[config.mk]
export PLATFORM = sky130hd
export DESIGN_NAME = unpack
export DESIGN_NICKNAME = d
export VERILOG_FILES = /design/src/rtl/unpack.sv
export SDC_FILE = /design/constraint.sdc
export NUM_CORES = 1
export LEC_CHECK = 0
export CORE_MARGIN = 2
export CORE_UTILIZATION = 40
export DETAILED_ROUTE_END_ITERATION = 7
export PLACE_DENSITY = 0.61
export SYNTH_ARGS = -nofsm -noshare
export SYNTH_HDL_FRONTEND = slang
export SYNTH_SLANG_ARGS = --single-unit
[constraint.sdc]
create_clock -name i_clk -period 2.9 [get_ports i_clk]
set_input_delay 0.725 -clock i_clk [delete_from_list [all_inputs] [get_ports i_clk]]
set_output_delay 0.725 -clock i_clk [all_outputs]
set_load 0.05 [all_outputs]
[src/rtl/unpack.sv]
// Serial packet unpacker: hunts for a sync word, then rebuilds MSB-first payload bytes into a small output FIFO.
// Optional macro UNPACK_SYNC_TOLERANCE_EN: accept the sync word with up to one bit error.
module unpack #(
  parameter int                       SIZE_BIT_PACK = 1976,
  parameter int                       SIZE_PREAMBLE = 32,
  parameter logic [SIZE_PREAMBLE-1:0] PREAMBLE      = 32'h1ACFFC1D,
  parameter int                       FIFO_DEPTH    = 8
) (
  input  logic       i_clk,
  input  logic       i_reset_n,
  input  logic       i_data,
  input  logic       i_valid,
  output logic [7:0] o_data,
  output logic       o_valid,
  input  logic       i_ready,
  output logic       o_sync,
  output logic       o_pack_done,
  output logic       o_overflow
);
  localparam int PAY_BITS = SIZE_BIT_PACK - SIZE_PREAMBLE;
  localparam int CW       = (PAY_BITS > 1) ? $clog2(PAY_BITS) : 1;
  localparam int AW       = $clog2(FIFO_DEPTH);

  typedef enum logic {HUNT, PAYLOAD} state_t;

  state_t                   state, state_n;
  // Only the newest SIZE_PREAMBLE-1 bits are kept; with i_data they form the full window.
  logic [SIZE_PREAMBLE-2:0] hist, hist_n;
  logic [SIZE_PREAMBLE-1:0] win_shift;
  logic [CW-1:0]            cnt, cnt_n;
  logic [6:0]               sr, sr_n;
  logic [7:0]               byte_shift, push_byte;
  logic                     match, last, push, sync_n, done_n;

  logic [7:0]               mem [FIFO_DEPTH];
  logic [AW:0]              wr_ptr, rd_ptr;
  logic                     empty, full, pop, wr_en, ovf_set;

  assign win_shift  = {hist, i_data};
  assign byte_shift = {sr, i_data};
  assign last       = (cnt == CW'(PAY_BITS - 1));
  // A short final byte is left-aligned so its first bit still lands in bit 7.
  assign push_byte  = byte_shift << (3'd7 - cnt[2:0]);

`ifdef UNPACK_SYNC_TOLERANCE_EN
  logic [SIZE_PREAMBLE-1:0] diff;
  assign diff  = win_shift ^ PREAMBLE;
  assign match = ((diff & (diff - 1'b1)) == '0);
`else
  assign match = (win_shift == PREAMBLE);
`endif

  always_comb begin
    state_n = state;
    hist_n  = hist;
    cnt_n   = cnt;
    sr_n    = sr;
    push    = 1'b0;
    sync_n  = 1'b0;
    done_n  = 1'b0;
    if (i_valid) begin
      case (state)
        HUNT: begin
          hist_n = win_shift[SIZE_PREAMBLE-2:0];
          if (match) begin
            state_n = PAYLOAD;
            cnt_n   = '0;
            sync_n  = 1'b1;
          end
        end
        PAYLOAD: begin
          sr_n  = byte_shift[6:0];
          cnt_n = cnt + 1'b1;
          push  = (cnt[2:0] == 3'd7) || last;
          if (last) begin
            state_n = HUNT;
            hist_n  = '0;
            cnt_n   = '0;
            done_n  = 1'b1;
          end
        end
        default: state_n = HUNT;
      endcase
    end
  end

  assign empty   = (wr_ptr == rd_ptr);
  assign full    = (wr_ptr[AW] != rd_ptr[AW]) && (wr_ptr[AW-1:0] == rd_ptr[AW-1:0]);
  assign pop     = !empty && i_ready;
  // When full, a same-cycle pop frees the slot being written, so the push still lands.
  assign wr_en   = push && (!full || pop);
  assign ovf_set = push && full && !pop;
  assign o_valid = !empty;
  assign o_data  = empty ? 8'h00 : mem[rd_ptr[AW-1:0]];

  always_ff @(posedge i_clk) begin
    if (wr_en) mem[wr_ptr[AW-1:0]] <= push_byte;
  end

  always_ff @(posedge i_clk or negedge i_reset_n) begin
    if (!i_reset_n) begin
      state       <= HUNT;
      hist        <= '0;
      cnt         <= '0;
      sr          <= '0;
      wr_ptr      <= '0;
      rd_ptr      <= '0;
      o_sync      <= 1'b0;
      o_pack_done <= 1'b0;
      o_overflow  <= 1'b0;
    end else begin
      state       <= state_n;
      hist        <= hist_n;
      cnt         <= cnt_n;
      sr          <= sr_n;
      o_sync      <= sync_n;
      o_pack_done <= done_n;
      if (wr_en)   wr_ptr     <= wr_ptr + 1'b1;
      if (pop)     rd_ptr     <= rd_ptr + 1'b1;
      if (ovf_set) o_overflow <= 1'b1;
    end
  end
endmodule
Yosys cells after proc, flatten, opt, wreduce, memory -nomap -nowiden
Memories as Yosys holds them, arrays and structs flattened.
Index checks and enable logic that the tools add are counted.
- memories kept: 1
- logic and storage cells: 55
- bits in registers: 61
- bits in writable memories: 64
- output and inout port bits: 12
- add/subtract/negate cells: 4
- multiplexer cells: 18
- shifts and indexed selects: 1
- bitwise operators: 1
- reductions and logical operators: 13
- eq/ne operators: 8
- memory list (name ; words ; bits a word ; read ports ; clocked after memory_dff ; wr ports ; line ; source):
    mem ; 8 ; 8 ; 1 ; 0 ; 1 ; 35 ; logic [7:0] mem [FIFO_DEPTH];
- operators with widths (operator ; count):
    case mux 31 bit (2 select lines) ; 1
    == test 32 x 29 -> 1 bit, second input constant ; 1
    two-way mux 31 bit ; 1
    two-way mux 11 bit ; 2
    case mux 11 bit (2 select lines) ; 1
    adder 11 x 1 -> 11 bit, second input constant ; 1
    == test 11 bit, second input constant ; 1
    two-way mux 1 bit ; 11
    adder 4 x 1 -> 4 bit, second input constant ; 2
    two-way mux 8 bit ; 1
    << shifter 8 x 3 -> 8 bit ; 1
    AND reduction 2 bit ; 3
    logical AND 1 bit ; 5
    == test 4 bit ; 1
    == test 3 bit ; 1
    == test 3 bit, second input constant ; 1
    logical NOT 1 bit ; 3
    subtractor 3 bit, first input constant ; 1
    logical OR 1 bit ; 2
    inequality test 2 x 1 -> 1 bit, second input constant ; 1
    inequality test 2 bit, second input constant ; 1
    case mux 1 bit (2 select lines) ; 1
    inequality test 1 bit ; 1
    inverter 1 bit ; 1

Depth between registers and ports, before layout
Gate-level depths: netlist of the first run.
- depth in word-level cells: 7
- depth in mapped cells: 8
- depth with buffers taken out: 6

Worst setup path before layout of the first run
No wires, ideal clock.
- path kind: register to register
- start point: register cnt[1]
- end point: memory mem[4][0] (enable)
- stages on the path, launching flop included: 7
- path buffers: 0
- setup slack: 0.005 ns
- library setup time: 0.398 ns
- data required time: 2.502 ns
- arrival time: 2.497 ns
- cell sequence: dfrtp_1 -> ha_1 -> nand4b_1 -> or4b_4 -> a21oi_1 -> nand2_1 -> nor4b_1
- cells in the longest elaborated chain, start to end: 7
- elaborated cells on any way between the ends: 8
- classes of those cells: eq/ne: 2; mux: 4; reduce/logical: 2
- RTL lines (item ; line ; source):
    from (decl) ; 30 ; logic [CW-1:0] cnt, cnt_n;
    from (signal assigned) ; 114 ; cnt <= cnt_n;
    == test 11 bit or == test 3 bit (tied branches) ; 41, 74 ;
    logical OR 1 bit * ; 74 ; push = (cnt[2:0] == 3'd7) || last;
    two-way mux 1 bit * ; 62 ; case (state)
    two-way mux 1 bit * ; 61 ; if (i_valid) begin
    logical AND 1 bit * ; 91 ; assign wr_en = push && (!full || pop);
    two-way mux 1 bit * ; 97 ; if (wr_en) mem[wr_ptr[AW-1:0]] <= push_byte;
    two-way mux 1 bit (implied by the code) * ; 97 ;
    to (decl) ; 35 ;
Every way passes the cells marked *; elsewhere a longest branch is shown, timed or not.

Worst setup path after layout of the first run
- start point: register rd_ptr[0]
- end point: output o_data[6]
- cells in the longest elaborated chain, start to end: 2
- elaborated cells on any way between the ends: 3
- classes of those cells: eq/ne: 1; mux: 1; memory: 1
- RTL lines (item ; line ; source):
    from (decl) ; 36 ; logic [AW:0] wr_ptr, rd_ptr;
    from (signal assigned) ; 119 ; if (pop) rd_ptr <= rd_ptr + 1'b1;
    memory read (8 x 8 bit) or == test 4 bit (tied branches) ; - ;
    two-way mux 8 bit * ; 94 ; assign o_data = empty ? 8'h00 : mem[rd_ptr[AW-1:0]];
    to (decl) ; 13 ; output logic [7:0] o_data,
Marks and branches as above.

==> results of run 1 <==
-- final cells by class --
type | count | area, µm² | area share [%]
Clock inverter | 11 | 77.6 | 1.23
Timing Repair Buffer | 36 | 308 | 4.86
Clock buffer | 20 | 437 | 6.90
Tap cell | 176 | 220 | 3.48
Inverter | 8 | 30.0 | 0.474
Multi-Input combinational cell | 213 | 1810 | 28.5
Sequential cell | 125 | 3450 | 54.5
-- flip-flops by register name (all words and copies together), names as in the netlist --
register     count
cnt             11
hist            31
mem             64
o_overflow       1
o_pack_done      1
o_sync           1
rd_ptr           4
sr               7
state            1
wr_ptr           4
-- power breakdown --
part | total (µW) | internal [µW] | switching [µW]
sequential | 2250 | 2090 | 159
clock | 1830 | 1150 | 686
combinational | 1800 | 726 | 1070
-- cells by family (layout without fill, tap and decap cells) --
logic type | count (synthesis) | count (layout)
buffers and inverters | 29 | 75
AOI/OAI and AO/OA | 68 | 68
xor gates and xnor gates | 10 | 10
adders and majority gates | 4 | 4
muxes | 42 | 42
DFF | 125 | 125
and+or+nand+nor | 89 | 89
-- how the worst max path moves through the flow --
| stage | startpoint | to | cells past startpoint | slack (ns) |
|---|---|---|---|---|
| floorplan | cnt[1] | mem[4][0] | 6 | 0.005 |
| global placement | i_valid | cnt[6] | 6 | 0.15 |
| detailed placement | i_valid | cnt[3] | 6 | 0.09 |
| CTS | rd_ptr[0] | o_data[6] | 5 | 0.03 |
| global route | wr_ptr[0] | o_valid | 5 | 0.03 |
| finish | rd_ptr[0] | o_data[6] | 5 | 0.15 |
-- worst register-to-register path, stage by stage, from the launching register on --
cell and delay (ns):
dfrtp_1 0.34, ha_1 0.20, nand4b_1 0.11, or4b_4 0.59, a21oi_1 0.24, nand2_1 0.17, nor4b_2 0.29, buf_4 0.24
-- metal layers --
layer	vias up	share of wire (%)	global-route usage, %
met2	42	49	24.3
li1	1467	-	-
met3	11	3.9	4.23
met4	0	1.3	5.74
met5	-	0	0
met1	1579	46	19.6
-- repair_timing --
item / 4_1_cts / 5_1_grt
resized for setup: 1 / 1
setup endpoints to repair: 3 / 3
pin swaps: 0 / 0
-- placed cells by master, fill, tap and decap left out, types with 3 or more instances in the layout --
cell and instances:
mux2_2 10, o21ai_1 3, a21oi_1 9, mux2i_1 14, nand2_1 30, clkdlybuf4s50_1 6
nor2_1 18, buf_4 27, xor2_1 4, dfrtp_1 60, clkinv_1 6, ha_1 4
nand4b_1 5, o31ai_1 4, clkbuf_16 17, a31oi_1 3, inv_1 8, o21ai_0 12
xnor2_1 6, nor3_1 3, mux4_2 18, nand3_1 5, and3_1 5, edfxtp_1 64
a22o_1 32, clkbuf_1 3
-- metrics by stage --
| stage | std cells | power, µW |
|---|---|---|
| final | 589 | 5880 |
| after global routing | 589 | 6170 |
| after CTS | 589 | 5950 |
| after detailed placement | 558 | 4100 |
| after global placement | 558 | 4070 |
| after floorplan | 367 | 3590 |
==> metrics.md, run 1 <==
| Metric | Value |
|---|---|
| Status | finished clean |
| Die H | 120 µm |
| Worst r2r src | cnt[0] |
| CP Launch Type | register |
| Yosys cell types | 44 |
| Worst hold margin | 0.317 ns |
| Reg2Reg Depth | 7 |
| Final setup fails | 0 |
| Post-layout util | 48.2% |
| Reg-to-Reg End | mem[4][2] |
| Dpl cell area | 5810 µm² |
| Worst Hold Class | input pin to asynchronous set/reset pin |
| Post-Synth Simple-Gate Area | 9.02% |
| DR DRC count | 0 |
| Setup Skew | 0.00638 ns |
| CTS clk-pin slew, worst paths | 0.05 ns |
| Vias in the first global route | 3165 |
| Clock tree sinks | 125 |
| Worst Setup End Kind | primary output |
| Slowest CP cell | mux4_2 |
| Max_cap viols | 0 |
| Fin Setup TNS | 0 ns |
| Wirelength per Cell | 16.7 µm |
| Data required, critical path | 2.17 ns |
| Number of warnings issued by yosys | 0 |
| Leading register cell type out of synthesis | edfxtp_1 |
| Slew Viols, Final | 0 |
| PD cells | 929 nW/µm² |
| N_diodes | 0 |
| Root Buffer | clkbuf_16 |
| Fraction of synthesized area in multiplexers | 12.3% |
| Largest net degree at the start of global routing | 39 |
| DRT iter0 DRCs | 238 |
| Setup repair after global routing missed its margin | no |
| Tot GR Track Use | 15.1% |
| Initial antenna violation count | 0 |
| Placed wire-length estimate | 6.35 mm |
| Worst slew margin | 23.4% |
| WP data arrival | 2.02 ns |
| Vias per cell | 5.26 |
| CORE AREA | 13100 µm² |
| VDD IR max | 367 µV |
| Gpl congestion | 0.742 |
| Die span in x | 120 µm |
| Setup WS post-layout | 0.152 ns |
| Via count | 3099 |
| Mapped Cells | 367 |
| XOR/XNOR share of the synthesized area | 1.64% |
| Final period util | 94.7% |
| Synth top cells by count | 64 x edfxtp_1, 61 x dfrtp_1, 32 x a22o_1 |
| Complex-gate fraction of the synthesized area | 9.44% |
| Total grt overflow | 0 |
| CTS Hold Bufs | 0 |
| Synth Register Bits | 125 |
| Fmax | 0.364 GHz |
| Leading area contributor after synthesis | edfxtp_1 |
| Slowest stage delay, CP | 0.52 ns |
| Layout area overhead | 18.1% |
| Worst-Skew Late Latency | 0.41 ns |
| Synthesized area | 5360 µm² |
| Layout cells sized above 1 | 23.0% |
| Kind of critical path | register to primary output |
| Synth top area share | 35.9% |
| Final hold violation count | 0 |
| CTS buffer count | 17 |
| Leakage | 0.00245 µW |
| Initial core utilization | 40.8% |
| Synth Area in Adders | 0.934% |
| Syn_nets | 376 |
| Syn Area/Cell | 14.6 µm² |
| Layout Nets | 410 |
| Setup Buffers After CTS | 0 |
| Post-synth ARST share | 48.8% |
| CTS tree | built |
| Fillcell total | 1161 |
| Antenna-violating nets left | 0 |
| Share of the yosys chip area belonging to registers | 64.4% |
| Max H-tree Level | 4 |
| FF-to-FF setup slack | 0.41 ns |
| WL final | 9.87 mm |
| Crit path cell chain | buf_12 -> mux4_2 -> mux2i_1 -> nor2_1 -> buf_4 |
| Die ar. | 14300 µm² |
| First-pass GRT wire length | 16.6 mm |
| Worst Path Buf+Inv | 2 |
| Rows | 42 |
| Max FO, Critical Path | 16 |
| Placement Setup Slack | 0.0923 ns |
| IO Port Bufs | 16 |
| Final instance area | 6330 µm² |
| Post-synth EDFFs | 64 |
| Main combinational cell family by area after synthesis | multiplexers |
| Crit path time final | 2.75 ns |
| Most frequent cell after synthesis | edfxtp_1 |
| Slew at the pin closest to its max-slew limit | 1.14 ns |
| Top post-synthesis cells by area | edfxtp_1 36%, dfrtp_1 28%, mux4_2 7.6% |
| CP top delay family | multiplexers |
| IO Pins | 17 |
| Router iterations before antenna repair | 5 |
| Clk buf depth | 2 |
Power figures use the tool's default switching activity.
==> inputs of run 2 (changes only) <==
Settings changed: CORE_MARGIN 2 to not set.
==> run 2 against run 1 <==
Compared with the run above: clock power rose by 13%; sequential power about the same; clock skew about the same; global-route usage increased by 0.86 points; wire length grew 1.2%; highest routed layer unchanged; register-to-register slack is essentially flat; largest power group unchanged; combinational power is essentially flat.
==> metrics.md, run 2 (synthesized netlist as in run 1, its figures left out) <==
| Metric | Value |
|---|---|
| Status | finished clean |
| Max FFs per register | 64 |
| Fin Setup TNS | 0 ns |
| Final setup fails | 0 |
| Max_cap viols | 0 |
| Final period util | 95.5% |
| CTS Hold Bufs | 0 |
| Design Power | 6150 µW |
| Vias in the first global route | 3150 |
| FF-to-FF setup slack | 0.41 ns |
| Worst r2r src | cnt[0] |
| Clk buf depth | 2 |
| CTS tree | built |
| Die ar. | 13900 µm² |
| Clock tree sinks | 125 |
| DR DRC count | 0 |
| WP data arrival | 2.05 ns |
| Initial antenna violation count | 0 |
| Setup Buffers After CTS | 0 |
| DRT iter0 DRCs | 297 |
| N_diodes | 0 |
| Root Buffer | clkbuf_16 |
| IO Pins | 17 |
| Worst-Skew Late Latency | 0.42 ns |
| Fmax | 0.361 GHz |
| Via count | 3123 |
| Placed wire-length estimate | 6.47 mm |
| Antenna-violating nets left | 0 |
| Slowest CP cell | mux4_2 |
| Rows | 41 |
| Vias per cell | 5.28 |
| Setup crit start | rd_ptr[0] |
| Placement Setup Slack | 0.0259 ns |
| CTS clk-pin slew, worst paths | 0.05 ns |
| CTS buffer count | 17 |
| Most frequent cells in the layout | 64 x edfxtp_1, 60 x dfrtp_1, 35 x buf_4 |
| VDD IR max | 408 µV |
| Leakage | 0.00251 µW |
| First-pass GRT wire length | 16.7 mm |
| Layout Nets | 417 |
| PD cells | 957 nW/µm² |
| Crit path cell chain | buf_12 -> mux4_2 -> mux2i_2 -> nor2_1 -> buf_4 |
| Wirelength per Cell | 16.9 µm |
| Setup WS post-layout | 0.129 ns |
| Total grt overflow | 0 |
| Layout cells sized above 1 | 25.5% |
| Leading cell type in the layout, fill and taps excluded | edfxtp_1 |
| Worst Hold Class | input pin to asynchronous set/reset pin |
| Worst slew margin | 44.6% |
| Die H | 118 µm |
| Largest net degree at the start of global routing | 32 |
| Kind of critical path | register to primary output |
| CP Launch Type | register |
| Gpl congestion | 0.780 |
| IO Port Bufs | 16 |
| Worst Setup End Kind | primary output |
| CORE AREA | 12800 µm² |
| Max H-tree Level | 4 |
| Layout area overhead | 19.9% |
| Slowest stage delay, CP | 0.52 ns |
| Final hold violation count | 0 |
| WL final | 9.98 mm |
| Setup repair after global routing missed its margin | no |
| Die span in x | 118 µm |
| Reg-to-Reg End | mem[0][3] |
| Initial core utilization | 41.8% |
| Tot GR Track Use | 16.0% |
| Data required, critical path | 2.17 ns |
| Setup Skew | 0.00627 ns |
| Crit path time final | 2.77 ns |
| Reg2Reg Depth | 7 |
| Max FO, Critical Path | 16 |
| Slew at the pin closest to its max-slew limit | 0.822 ns |
| Slew Viols, Final | 0 |
| Router iterations before antenna repair | 4 |
## run 2: per-layer routing
metal	up-vias	part of all wire, %	global-route usage (%)
met5	-	0	0
met4	0	1.5	6.01
met3	18	4.2	6.15
met2	49	48	24.4
met1	1569	46	20.5
li1	1487	-	-
## run 2: final cells by class
type,count,area (µm²)
Timing Repair Buffer,43,348
Multi-Input combinational cell,213,1800
Clock buffer,18,429
Tap cell,172,215
Clock inverter,13,149
Inverter,8,30.0
Fill cell,1098,6400
Sequential cell,125,3450
## run 2: how the worst max path moves through the flow
| stage | endpoint | slack [ns] | cells past startpoint |
|---|---|---|---|
| after floorplan | mem[4][0] | 0.005 | 6 |
| after global placement | cnt[3] | 0.10 | 6 |
| after detailed placement | cnt[6] | 0.03 | 6 |
| after CTS | o_data[4] | 0.002 | 5 |
| after global routing | o_valid | 0.009 | 5 |
| final | o_data[4] | 0.13 | 5 |
## run 2: metrics by stage
step	hold WS [ns]	cell area, µm²	util (%)	std cells
floorplan	0.429	5360	-	367
global placement	0.482	5840	45.5	561
detailed placement	0.489	5840	45.5	561
CTS	0.270	6420	50.1	592
global route	0.299	6420	50.1	592
finish	0.277	6420	50.1	592
## run 2: worst max-delay path: cells and delay by family (launching register included)
kind | cells | cell delay, ns
simple gates | 1 | 0.06
buf+inv | 2 | 0.39
mux | 2 | 0.72
flops | 1 | 0.44
## run 2: report_power, final
group / internal, µW / leakage [µW] / switching (µW) / total (µW)
Sequential: 2090 / 0.00138 / 166 / 2250
Combinational: 753 / 0.000853 / 1080 / 1830
Clock: 1330 / 0.000278 / 736 / 2070
Total: 4170 / 0.00251 / 1980 / 6150
## run 2: timing repair
| action | CTS | global route |
|---|---|---|
| cloned | 0 | 0 |
| gates resized for setup | 1 | 2 |
| pin swaps | 0 | 0 |
| endpoints found under the setup margin | 2 | 3 |
==> inputs of run 3 (changes only) <==
Settings changed: REMOVE_ABC_BUFFERS set to 1.
==> run 3 against run 2 <==
Compared with the run above: clock skew is essentially flat; global-route usage is essentially flat; design area shrank 1.0%; wire length grew 0.38%; worst hold slack gained 0.059 ns; critical path type unchanged; largest cell class unchanged; highest routed layer unchanged.
==> metrics.md, run 3 (synthesized netlist as in run 1, its figures left out) <==
| Metric | Value |
|---|---|
| Slew Viols, Final | 0 |
| IO Port Bufs | 16 |
| Setup Skew | 0.00624 ns |
| Via count | 3134 |
| First-pass GRT wire length | 16.9 mm |
| WP data arrival | 2.02 ns |
| Setup Buffers After CTS | 0 |
| N_diodes | 0 |
| DRT iter0 DRCs | 243 |
| Rows | 41 |
| Worst Hold Class | input pin to asynchronous set/reset pin |
| Placed wire-length estimate | 6.40 mm |
| IO Pins | 17 |
| Router iterations before antenna repair | 4 |
| Worst Setup End Kind | primary output |
| Worst slew margin | 38.1% |
| WL final | 10.0 mm |
| Tot GR Track Use | 16.0% |
| Post-layout util | 49.6% |
| CTS buffer count | 17 |
| FF-to-FF setup slack | 0.42 ns |
| Gpl congestion | 0.811 |
| Layout Nets | 411 |
| Crit path time final | 2.75 ns |
| Reg2Reg Depth | 7 |
| Leading cell type in the layout, fill and taps excluded | edfxtp_1 |
| DR DRC count | 0 |
| Status | finished clean |
| Initial core utilization | 41.8% |
| Vias in the first global route | 3192 |
| Max FFs per register | 64 |
| Final hold violation count | 0 |
| Max FO, Critical Path | 8 |
| Worst Path Buf+Inv | 2 |
| CP Launch Type | register |
| Wirelength per Cell | 17.1 µm |
| CTS Hold Bufs | 0 |
| Final period util | 94.8% |
| Die ar. | 13900 µm² |
| Clock tree sinks | 125 |
| Crit path cell chain | buf_4 -> mux4_2 -> mux2i_1 -> nor2_1 -> buf_4 |
| Worst-Skew Late Latency | 0.41 ns |
| Antenna-violating nets left | 0 |
| Max H-tree Level | 4 |
| Initial antenna violation count | 0 |
| Vias per cell | 5.34 |
| Slowest stage delay, CP | 0.52 ns |
| PD cells | 948 nW/µm² |
| Worst r2r src | cnt[1] |
| Die span in x | 118 µm |
| Slowest CP cell | mux4_2 |
| Cell repeated most along the worst path | buf_4 |
| Layout area overhead | 18.7% |
| VDD IR max | 598 µV |
| Kind of critical path | register to primary output |
| Layout cells sized above 1 | 23.9% |
| Die H | 118 µm |
| Fin Setup TNS | 0 ns |
| CTS tree | built |
| Root Buffer | clkbuf_16 |
| Reg-to-Reg End | mem[5][5] |
| WP depth | 5 |
| Clk buf depth | 2 |
| Total grt overflow | 0 |
| Leakage | 0.00248 µW |
| Largest net degree at the start of global routing | 35 |
| Fmax | 0.364 GHz |
| Slew at the pin closest to its max-slew limit | 0.919 ns |
| CTS clk-pin slew, worst paths | 0.06 ns |
| Setup repair after global routing missed its margin | no |
| Most frequent cells in the layout | 64 x edfxtp_1, 60 x dfrtp_1, 32 x a22o_1 |
| Data required, critical path | 2.17 ns |
| Max_cap viols | 0 |
| CP top delay family | multiplexers |
| CORE AREA | 12800 µm² |
| Final setup fails | 0 |
run 3: per-layer routing:
metal	vias up	GRT usage [%]	part of all wire [%]
met5	-	0	0
met4	0	5.85	1.4
met3	10	4.70	3.3
met2	53	26.1	51
met1	1591	20.0	45
li1	1480	-	-
run 3: worst max path at each step:
| stage | start | endpoint |
|---|---|---|
| after global placement | i_valid | cnt[1] |
| final | rd_ptr[0] | o_data[3] |
| after global routing | rd_ptr[0] | o_data[3] |
| after detailed placement | i_valid | cnt[6] |
| after CTS | rd_ptr[0] | o_data[0] |
| after floorplan | cnt[0] | mem[4][0] |
run 3: worst register-to-register path, cell delays in order, from the launching register on:
cell and delay (ns):
dfrtp_1 0.35, ha_1 0.20, nand4b_1 0.10, or4b_4 0.59, a221oi_4 0.38, nand2_2 0.15, nor3b_2 0.20, buf_4 0.21
run 3: report_power, final:
group | switching (µW) | internal [µW]
logic | 1080 | 724
clock network | 732 | 1250
registers | 162 | 2090
total | 1970 | 4060
run 3: area by class of cell:
cell class / count / area (µm²)
fill: 1114 / 6460
sequential: 125 / 3450
multi-input combinational: 213 / 1800
clock buffer: 18 / 429
timing repair buffer: 37 / 307
tap: 172 / 215
clock inverter: 14 / 128
inverter: 8 / 30.0
run 3: repair_timing:
| action | in CTS | in global routing |
|---|---|---|
| setup endpoints to repair | 3 | 2 |
| gates resized for setup | 2 | 2 |
| hold endpoints to repair | 0 | 0 |
run 3: through the flow:
step                      hold WS [ns]  instance area [µm²]  std cells  setup WS [ns]  total power (µW)
after detailed placement         0.482                 5800        555         0.0369              4090
after CTS                        0.340                 6350        587         0.0727              6090
after global routing             0.378                 6360        587         0.0184              6330
after floorplan                  0.429                 5260        346         -0.344              3530
after global placement           0.479                 5800        555          0.144              4050
final                            0.336                 6360        587          0.152              6030
